===== src/rtl/rv_fetch_pkg.sv =====
// ============================================================================
//  Module      : rv_fetch_pkg
//  Description : Shared types and constants for the RV32 instruction-fetch
//                stage: NOP encoding, fetch FSM state encoding, the
//                instruction/PC pair carried through the skid buffer and
//                small PC helpers.
//  Revision    : 1.0 - initial release
// ============================================================================
`default_nettype none

package rv_fetch_pkg;

    // Canonical RV32 NOP (addi x0, x0, 0) shown on the output after reset.
    localparam logic [31:0] RV_NOP = 32'h0000_0013;

    // Fetch FSM states (2-bit encoding).
    typedef enum logic [1:0] {
        FETCH_S_REQ     = 2'b00,  // request outstanding / issuing at the fetch PC
        FETCH_S_HOLD    = 2'b01,  // output and skid both occupied, bus idle
        FETCH_S_DISCARD = 2'b10   // waiting out a response made stale by a redirect
    } fetch_state_e;

    // Instruction word together with the address it was fetched from.
    typedef struct packed {
        logic [31:0] instr;
        logic [31:0] pc;
    } fetch_pair_t;

    // Force an address onto a word boundary.
    function automatic logic [31:0] word_align(input logic [31:0] addr);
        return {addr[31:2], 2'b00};
    endfunction

    // Sequential next PC; wraps modulo 2^32 without any special handling.
    function automatic logic [31:0] pc_inc(input logic [31:0] pc);
        return pc + 32'd4;
    endfunction

endpackage : rv_fetch_pkg

`default_nettype wire


===== src/rtl/rv_fetch_skid.sv =====
// ============================================================================
//  Module      : rv_fetch_skid
//  Description : One-entry {instr, pc} skid buffer for the fetch stage.
//                Captures a bus response that arrives while the output
//                register is stalled. Clear has priority over load, load over
//                drain.
//  Revision    : 1.0 - initial release
// ============================================================================
`default_nettype none

module rv_fetch_skid
    import rv_fetch_pkg::*;
(
    input  logic        i_clk,
    input  logic        i_reset_n,
    input  logic        i_load,
    input  logic        i_drain,
    input  logic        i_clear,
    input  fetch_pair_t i_data,
    output logic        o_full,
    output fetch_pair_t o_data
);

    logic        full_q;
    fetch_pair_t data_q;

    // Occupancy flag: a redirect or reset empties the entry immediately.
    always_ff @(posedge i_clk) begin
        if (!i_reset_n || i_clear) begin
            full_q <= 1'b0;
        end else if (i_load) begin
            full_q <= 1'b1;
        end else if (i_drain) begin
            full_q <= 1'b0;
        end
    end

    // Payload storage; contents only matter while full_q is set.
    always_ff @(posedge i_clk) begin
        if (!i_reset_n) begin
            data_q <= '0;
        end else if (i_load && !i_clear) begin
            data_q <= i_data;
        end
    end

    assign o_full = full_q;
    assign o_data = data_q;

endmodule : rv_fetch_skid

`default_nettype wire


===== src/rtl/rv_fetch.sv =====
// ============================================================================
//  Module      : rv_fetch
//  Description : Instruction-fetch stage of the 5-stage RV32 pipeline. Owns
//                the fetch PC, drives a single-outstanding instruction bus
//                request, and presents {instr, pc} to the decode register.
//                Honours the hazard controller's stall and the execute-stage
//                redirect, which takes priority over both stall and ack.
//  Revision    : 1.0 - initial release
// ============================================================================
`default_nettype none

module rv_fetch
    import rv_fetch_pkg::*;
#(
    parameter logic [31:0] RESET_VECTOR = 32'h0000_0000
)
(
    input  logic        i_clk,
    input  logic        i_reset_n,
    input  logic        i_stall,
    input  logic        i_pc_sel,
    input  logic [31:0] i_pc_target,
    output logic        o_bus_req,
    output logic [31:0] o_bus_addr,
    input  logic        i_bus_ack,
    input  logic [31:0] i_bus_rdata,
    output logic        o_valid,
    output logic [31:0] o_instr,
    output logic [31:0] o_pc
);

    // ------------------------------------------------------------------
    // State
    // ------------------------------------------------------------------
    fetch_state_e state_q, state_d;
    logic [31:0]  pc_q,    pc_d;      // address of the next fresh fetch
    logic         valid_q, valid_d;
    logic [31:0]  instr_q, instr_d;
    logic [31:0]  opc_q,   opc_d;     // PC of the instruction on the output
    logic         req_q,   req_d;
    logic [31:0]  addr_q,  addr_d;

    // ------------------------------------------------------------------
    // Combinational helpers
    // ------------------------------------------------------------------
    logic        w_accept;
    logic        w_ack;
    logic        w_skid_load;
    logic        w_skid_drain;
    logic        w_skid_clear;
    logic        w_skid_full;
    fetch_pair_t w_skid_in;
    fetch_pair_t w_skid_out;
    logic        w_unused_target_lsbs;

    // The output register can take a new instruction when empty or not stalled.
    assign w_accept  = !valid_q || !i_stall;

    // A response only counts while our request is actually on the bus; this
    // also discards a stray ack in the idle cycle right after reset.
    assign w_ack     = i_bus_ack && req_q;

    assign w_skid_in = '{instr: i_bus_rdata, pc: pc_q};

    // Target bits [1:0] are dropped by word_align.
    assign w_unused_target_lsbs = ^i_pc_target[1:0];

    // ------------------------------------------------------------------
    // Skid buffer
    // ------------------------------------------------------------------
    rv_fetch_skid u_skid (
        .i_clk     (i_clk),
        .i_reset_n (i_reset_n),
        .i_load    (w_skid_load),
        .i_drain   (w_skid_drain),
        .i_clear   (w_skid_clear),
        .i_data    (w_skid_in),
        .o_full    (w_skid_full),
        .o_data    (w_skid_out)
    );

    // Next-state, next-PC and output-register decisions; redirect wins over everything.
    always_comb begin
        state_d      = state_q;
        pc_d         = pc_q;
        valid_d      = valid_q;
        instr_d      = instr_q;
        opc_d        = opc_q;
        w_skid_load  = 1'b0;
        w_skid_drain = 1'b0;
        w_skid_clear = 1'b0;

        if (i_pc_sel) begin
            // Squash everything in flight and restart at the target. If a
            // request is still waiting for its response, that response must
            // be absorbed before a new request can go out.
            valid_d      = 1'b0;
            w_skid_clear = 1'b1;
            pc_d         = word_align(i_pc_target);
            if (((state_q == FETCH_S_REQ) && req_q && !w_ack) ||
                ((state_q == FETCH_S_DISCARD) && !w_ack)) begin
                state_d = FETCH_S_DISCARD;
            end else begin
                state_d = FETCH_S_REQ;
            end
        end else begin
            case (state_q)
                FETCH_S_REQ: begin
                    if (w_ack) begin
                        pc_d = pc_inc(pc_q);
                        if (w_accept) begin
                            instr_d = i_bus_rdata;
                            opc_d   = pc_q;
                            valid_d = 1'b1;
                        end else begin
                            // Output is stalled and full: park the response.
                            w_skid_load = 1'b1;
                            state_d     = FETCH_S_HOLD;
                        end
                    end else if (w_accept) begin
                        valid_d = 1'b0;
                    end
                end
                FETCH_S_HOLD: begin
                    if (!i_stall) begin
                        instr_d      = w_skid_out.instr;
                        opc_d        = w_skid_out.pc;
                        valid_d      = w_skid_full;
                        w_skid_drain = 1'b1;
                        state_d      = FETCH_S_REQ;
                    end
                end
                FETCH_S_DISCARD: begin
                    valid_d = 1'b0;
                    if (w_ack) begin
                        state_d = FETCH_S_REQ;
                    end
                end
                default: begin
                    state_d = FETCH_S_REQ;
                end
            endcase
        end
    end

    // Bus outputs follow the next state so they are registered. In DISCARD
    // the stale address is held until its response arrives; otherwise the
    // bus presents the fetch PC.
    always_comb begin
        req_d  = (state_d != FETCH_S_HOLD);
        addr_d = (state_d == FETCH_S_DISCARD) ? addr_q : pc_d;
    end

    // FSM, PC, bus and output registers with synchronous active-low reset.
    always_ff @(posedge i_clk) begin
        if (!i_reset_n) begin
            state_q <= FETCH_S_REQ;
            pc_q    <= RESET_VECTOR;
            valid_q <= 1'b0;
            instr_q <= RV_NOP;
            opc_q   <= RESET_VECTOR;
            req_q   <= 1'b0;
            addr_q  <= RESET_VECTOR;
        end else begin
            state_q <= state_d;
            pc_q    <= pc_d;
            valid_q <= valid_d;
            instr_q <= instr_d;
            opc_q   <= opc_d;
            req_q   <= req_d;
            addr_q  <= addr_d;
        end
    end

    assign o_bus_req  = req_q;
    assign o_bus_addr = addr_q;
    assign o_valid    = valid_q;
    assign o_instr    = instr_q;
    assign o_pc       = opc_q;

endmodule : rv_fetch

`default_nettype wire


===== config.mk =====
export PLATFORM = sky130hd
export DESIGN_NAME = rv_fetch
export DESIGN_NICKNAME = d
export VERILOG_FILES = /design/src/rtl/rv_fetch_pkg.sv /design/src/rtl/rv_fetch_skid.sv /design/src/rtl/rv_fetch.sv
export SDC_FILE = /design/constraint.sdc
export NUM_CORES = 1
export LEC_CHECK = 0
export CORE_ASPECT_RATIO = 0.5
export CORE_MARGIN = 5
export CORE_UTILIZATION = 50
export DETAILED_ROUTE_END_ITERATION = 16
export GPL_ROUTABILITY_DRIVEN = 0
export PLACE_DENSITY_LB_ADDON = 0.2
export SLEW_MARGIN = 20
export SYNTH_ARGS = -nofsm -noshare
export SYNTH_HDL_FRONTEND = slang
export SYNTH_SLANG_ARGS = --single-unit

===== constraint.sdc =====
create_clock -name i_clk -period 4.52 [get_ports i_clk]
set_input_delay 0.904 -clock i_clk [delete_from_list [all_inputs] [get_ports i_clk]]
set_output_delay 0.904 -clock i_clk [all_outputs]
set_load 0.02 [all_outputs]

; Word level (Yosys, flattened, before mapping)
; Cells that the tools add are included.
[classes]
addsub = 1
n_eq_ne = 7
mux = 33
n_bitwise = 2
n_reduce_logical = 20
[ops]
columns = operator, n
row1 = $mux 32, 9
row2 = $pmux 32 s2, 2
row3 = $add 32x3->32 const B, 1
row4 = $mux 1, 14
row5 = $mux 2, 6
row6 = $ne 2x2->1 const B, 3
row7 = $pmux 2 s3, 1
row8 = $logic_and 1x1->1, 5
row9 = $logic_not 1->1, 5
row10 = $reduce_and 5->1, 1
row11 = $eq 2x2->1 const B, 2
row12 = $reduce_bool 2->1, 2
row13 = $logic_or 1x1->1, 3
row14 = $pmux 1 s3, 1
row15 = $reduce_and 3->1, 1
row16 = $reduce_bool 3->1, 1
row17 = $eq 2x1->1 const B, 1
row18 = $logic_not 2->1, 1
row19 = $ne 2x1->1 const B, 1
row20 = $not 1->1, 2
row21 = $reduce_or 2->1, 1
[totals]
regBits = 197
in_bits = 69
output_inout_bits = 98
wordCells = 73

; Longest topological paths before layout
; Gate-level depths: netlist of run 1.
[depth]
word_depth = 7
mapped_depth = 11

; Modules after synthesis
; From an unflattened synthesis of run 1, not the netlist that was laid out.
[unflattened]
hier_cells = 947
area_unflattened_um2 = 8665.8
[by_module_without_submodules]
columns = module, n_inst, cells_per_inst, area_each_um2, seq_area_each_um2
row1 = rv_fetch, 1, 665, 5995.8, 2642.5
row2 = rv_fetch_skid, 1, 282, 2670.1, 1301.2

; Least setup slack after synthesis of run 1
; OpenSTA, ideal clock, no wires.
[synth_timing]
kind = input port to flip-flop
from = in i_bus_ack
to = reg addr_q[24], in the netlist o_bus_addr[24]
arrival_ns = 2.374
required_ns = 4.404
path_slack_ns = 2.030
path_stages = 8
cell_sequence = and3_1 -> buf_4 -> nand3_2 -> a2111o_1 -> and2_1 -> buf_2 -> and3_1 -> a41o_1
[synth_via]
elab_chain_cells = 7
elab_cells_between_ends = 14
cone_classes = eq/ne (1) / mux (8) / reduce/logical (5)
[synth_rtl]
columns = item, line
row1 = from (decl), rv_fetch.sv:25  ; input logic i_bus_ack,
row2 = $logic_and 1x1->1 (*), rv_fetch.sv:61  ; assign w_ack = i_bus_ack && req_q;
row3 = $logic_not 1->1, "rv_fetch.sv:100, rv_fetch.sv:101"
row4 = "$logic_and 1x1->1, on equally long branches", "rv_fetch.sv:100, rv_fetch.sv:101"
row5 = $logic_or 1x1->1, rv_fetch.sv:100  ; if (((state_q == FETCH_S_REQ) && req_q && !w_ack) ||
row6 = $mux 2, rv_fetch.sv:100
row7 = $mux 2, rv_fetch.sv:93  ; if (i_pc_sel) begin
row8 = $eq 2x2->1, rv_fetch.sv:151  ; addr_d = (state_d == FETCH_S_DISCARD) ? addr_q : pc_d;
row9 = to (signal assigned), rv_fetch.sv:171  ; addr_q <= addr_d;
row10 = to (decl), rv_fetch.sv:41  ; logic [31:0] addr_q, addr_d;
; Every way passes the cells marked *; elsewhere a longest branch is shown, timed or not.
; A chain may end at the register's enable or synchronous reset.

; Worst setup path after layout of run 1
; Ends and elaborated chain as after synthesis.

==> metrics.cfg, run 1 <==
[sta]
worst_slew_pin_slew_ns = 0.989
fin_crit_ns = 2.97
hold_viol = 0
finalSetupViolCount = 0
fmax_ghz = 0.337
fin_setup_tns_ns = 0
clock_skew_ns = 0.0115
finalCritPeriodShare_pct = 65.7
finalMaxSlewViolations = 0
slew_headroom_pct = 34.0
rsz0062_at_grt = false

[global_routing]
grt_pass1_wl_mm = 32.7
grt_pass1_vias = 6437
grt_max_degree = 75
grt_usage_pct = 21.3
grt_overflow = 0
antenna_found_initial = 0

[drt]
drtPass1Iterations = 5
vias_per_cell = 5.50
drt_wl_total_mm = 20.7
wl_per_cell_um = 16.5
drc = 0
ant_nets = 0
drt_iter0_drc = 499
vias = 6916

[die]
core_area_um2 = 15600
start_util_pct = 51.6
die-width_um = 189
dieArea_um2 = 18900
die_height_um = 99.6
placementRows = 32
ios = 167

[clocking]
cts.clk_slew.worst_paths_ns = 0.08
cts_hold_buffers = 0
cts.sinks = 197
clk_latency_ns = 0.43
cts_buffers = 17
cts_tree = yes
cts_resized = 0
clockBufferDepth = 2
root_buffer = clkbuf_16
h-tree-depth = 4
cts_setup_buffers = 0

[cells_and_area]
syn_to_final_growth_pct = 28.9
drive_gt1_share_pct = 5.41
instances_no_fill = 1257
final_net_count = 1116
n_antenna_cell = 0
fill_cells = 1277

[hold_path]
worstHoldPathCells = 2
holdCritPathClass = reg2reg

[setup_path]
cp_common_cell = and3_1
cp_cell_sequence = clkdlybuf4s50_1 > and3_1 > nand3_2 > a2111o_1 > and2_1 > and3_1 > a41o_1
required_ns = 4.85
critPathSlowestCell = clkdlybuf4s50_1
worstSetupStartpointType = input pin
critPathMaxFanout = 17
critical_path.max_stage_delay_ns = 0.53
critPathKind = in2reg
reg2reg_depth = 8
crit_path_end_kind = flop
arrival_ns = 3.30

[logic_synthesis]
ys_types = 52
synthCells = 915
ys_ff_latch = 197
ys_warn_count = 0
synth-edff-count = 0
seq_area_frac_synth_pct = 49.1
synthArstFlopShare_pct = 0
syn_area_per_cell_um2 = 8.78
synth_flop_cell = dfxtp_1
syn_area_um2 = 8040
synth_fp_nets = 990

[job]
maxCapViolations = 0

[pwr]
p_leak_nw = 3.51
clkPwrFrac_pct = 37.7
irDropWorstVdd_mv = 0.256
seqPwrFrac_pct = 48.5
finalPower_mw = 3.90
switching_share_pct = 26.7
internal-power_mw = 2.86
power_switching_mw = 1.04
combPwrFrac_pct = 13.8
powerDensity_nw_per_um2 = 377

[placed_design]
placed_cells = 1226
hpwl_mm = 13.7
io_buffers = 164

[run_status]
status = completed

[state kept, by name, indices dropped and copies added, names as in the netlist]
register       count
o_valid            1
o_bus_addr        32
o_instr           32
u_skid.o_full      1
pc_q              32
o_bus_req          1
o_pc              32
state_q            2
u_skid.o_data     64
[cell usage after synthesis, types with 2 or more instances]
cell	instances	area [um^2]
nand3_1	14	70.1
and2_1	7	43.8
inv_1	8	30.0
mux2i_1	63	631
nand2_1	165	619
dfxtp_1	197	3940
nor2_1	89	334
buf_1	3	11.3
o211ai_1	7	52.6
nand3_2	2	20.0
nor3_1	3	15.0
o21ai_0	17	85.1
xor2_1	13	114
a21o_1	3	22.5
o22a_1	19	166
nand4_1	14	87.6
clkbuf_1	57	214
ha_1	6	75.1
nand2b_1	4	25.0
or2_2	2	12.5
o31ai_1	2	15.0
xnor2_1	13	114
or3_1	3	18.8
nor3_2	2	20.0
a211oi_1	66	495
buf_2	7	35.0
nor4_1	7	43.8
and3_1	8	50.1
o211a_1	5	50.1
a21oi_1	87	435
[stage by stage]
step / util (%) / hold WS (ns) / setup WS, ns / cell area [um^2]
after floorplan: - / 0.436 / 2.03 / 8040
after global placement: 62.8 / 0.440 / 1.14 / 9790
after detailed placement: 62.8 / 0.446 / 1.09 / 9790
after CTS: 66.5 / 0.455 / 1.53 / 10400
after global routing: 66.5 / 0.475 / 1.39 / 10400
final: 66.5 / 0.454 / 1.55 / 10400
[power groups by stage]
stage | logic (mW) | registers (mW) | clock network [mW]
detailed placement | 0.541 | 1.93 | 0
floorplan | 0.205 | 2.00 | 0
CTS | 0.544 | 1.89 | 1.51
finish | 0.539 | 1.89 | 1.47
global placement | 0.536 | 1.93 | 0
global route | 0.580 | 1.90 | 1.58
[metal layers]
layer | share of wire, % | global-route usage, %
met2 | 47 | 35.4
met1 | 46 | 28.5
met3 | 5.9 | 4.38
met4 | 0.91 | 6.06
met5 | 0 | 0
[cells by family after synthesis]
kind of cell    after synthesis  share of synthesized area [%]
buf+inv                      78                           3.89
compound gates              219                           18.0
xor+xnor                     26                           2.83
mux                          63                           7.85
fa+ha+maj                     6                          0.934
flops                       197                           49.1
simple gates                326                           17.4
[cells in the final DEF (no fill, tap or decap), drive strengths merged, types with 3 or more instances in the layout]
master / count
dfxtp: 197
nand2: 166
clkdlybuf4s50: 164
nor2: 90
a21oi: 87
a211oi: 66
mux2i: 63
o22a: 19
o21ai: 18
clkbuf: 18
nand3: 16
nand4: 14
inv: 14
xnor2: 13
xor2: 13
buf: 12
and3: 8
o211ai: 7
nor4: 7
and2: 7
ha: 6
o211a: 5
nor3: 5
nand2b: 4
clkinv: 4
or3: 3
a21o: 3
clkinvlp: 3
or2: 3
o31ai: 3
[worst max-delay path, delay by kind of cell]
kind | cells | cell delay (ns)
AND/OR/NAND/NOR | 4 | 1.14
buffers and inverters | 1 | 0.53
AO/OA/AOI/OAI | 2 | 0.72
[final timing paths]
| check | from | end | slack (ns) |
|---|---|---|---|
| worst min-delay path | u_skid.o_data[19] | u_skid.o_data[19] | 0.45 |
| worst max-delay path | i_bus_ack | o_bus_addr[24] | 1.55 |
| worst max register to register | state_q[1] | o_bus_addr[24] | 1.68 |
| worst min register to register | u_skid.o_data[19] | u_skid.o_data[19] | 0.45 |
[area by class of cell]
class	instances	area, um^2	area share, %
Sequential cell	197	3940	38.1
Multi-Input combinational cell	640	3810	36.7
Timing Repair Buffer	176	1740	16.8
Clock buffer	18	429	4.14
Tap cell	204	255	2.46
Clock inverter	13	143	1.38
Inverter	9	36.3	0.350
Power figures use the tool's default switching activity.
==> run 2: changes to the inputs <==
- clock period: 4.52 -> 3 ns (I/O delays scaled with it)
==> metrics.cfg, run 2 (same netlist as run 1, synthesis figures left out) <==
[drt]
drt_iter0_drc = 570
drtPass1Iterations = 5
vias = 7035
drt_wl_total_mm = 21.5
vias_per_cell = 5.54
drc = 0
wl_per_cell_um = 17.0
ant_nets = 0

[cells_and_area]
fill_cells = 1285
layout_commonest_cell = dfxtp_1
multi_input_area_um2 = 3810
register_area_um2 = 3940
final_net_count = 1127
final_cell_mix = dfxtp_1, nand2_1, clkdlybuf4s50_1
n_antenna_cell = 0
largest_reg_flops = 64
design_area_um2 = 10500
drive_gt1_share_pct = 6.57
syn_to_final_growth_pct = 30.6
final_core_utilization_pct = 67.4
instances_no_fill = 1269

[placed_design]
placed_cells = 1237
io_buffers = 164
hpwl_mm = 14.3
placed_cell_area_um2 = 9920

[pwr]
finalPower_mw = 5.90
powerDensity_nw_per_um2 = 562
p_leak_nw = 3.59
irDropWorstVdd_mv = 0.397

[clocking]
h-tree-depth = 4
cts.clk_slew.worst_paths_ns = 0.07
cts.sinks = 197
cts_hold_buffers = 0
root_buffer = clkbuf_16
clk_latency_ns = 0.42
cts_buffers = 17
cts_resized = 0
clockBufferDepth = 2
cts_setup_buffers = 0
cts_tree = yes

[die]
die-width_um = 189
placementRows = 32
dieArea_um2 = 18900
core_area_um2 = 15600
die_height_um = 99.6
start_util_pct = 51.6
ios = 167

[sta]
slew_headroom_pct = 32.9
fin_crit_ns = 2.69
hold_viol = 0
fmax_ghz = 0.371
finalMaxSlewViolations = 0
worst_slew_pin_slew_ns = 1.00
clock_skew_ns = 0.0118
finalSetupViolCount = 0
finalCritPeriodShare_pct = 89.7
rsz0062_at_grt = false

[hold_path]
holdCritPathClass = reg2reg

[global_routing]
grt_overflow = 0
grt_pass1_wl_mm = 34.7
grt_pass1_vias = 6819
grt_usage_pct = 22.3
antenna_found_initial = 0
grt_max_degree = 148

[setup_path]
crit_path_end_kind = flop
required_ns = 3.36
critPathKind = reg2reg
arrival_ns = 3.05
worstSetupStartpointType = flop
critPathMaxFanout = 19

[run_status]
status = completed

[job]
maxCapViolations = 0

-- run 2: worst max-delay path: stages (launching register included) --
cell	delay (ns)
dfxtp_1	0.35
inv_1	0.15
ha_1	0.34
a222oi_1	0.15
o41ai_2	0.47
nand2_2	0.13
nor2_2	0.78
o22a_1	0.26
-- run 2: power breakdown --
| part | switching [mW] | leakage, nW | internal (mW) |
|---|---|---|---|
| combinational | 0.436 | 1.69 | 0.400 |
| clock | 1.04 | 0.283 | 1.17 |
| sequential | 0.103 | 1.61 | 2.75 |
| total | 1.58 | 3.59 | 4.31 |
-- run 2: area by class of cell --
type	instances	area share (%)
sequential	197	37.6
multi-input combinational	640	36.3
clock inverter	12	1.06
inverter	9	0.346
tap	204	2.43
clock buffer	20	4.45
timing repair buffer	187	17.9
-- run 2: worst paths after layout --
check | start | end | slack [ns] | cells after the start
min reg2reg | u_skid.o_data[63] | u_skid.o_data[63] | 0.45 | 2
max | state_q[1] | o_bus_addr[7] | 0.31 | 7
max reg2reg | state_q[1] | o_bus_addr[7] | 0.31 | 7
min | u_skid.o_data[63] | u_skid.o_data[63] | 0.45 | 2
-- run 2: metrics by stage --
step | hold slack, ns | TNS, ns | worst slack, ns
after detailed placement | 0.446 | -1.00 | -0.0648
final | 0.455 | 0 | 0.308
after CTS | 0.456 | 0 | 0.365
after global placement | 0.441 | 0 | 0.113
after floorplan | 0.436 | 0 | 0.699
after global routing | 0.469 | 0 | 0.178
-- run 2: per-layer routing --
layer,GRT usage [%],up-vias,part of all wire [%]
met4,4.28,0,0.66
met1,29.6,3318,45
met2,38.7,228,48
met5,0,-,0
li1,-,3477,-
met3,3.96,12,6.0
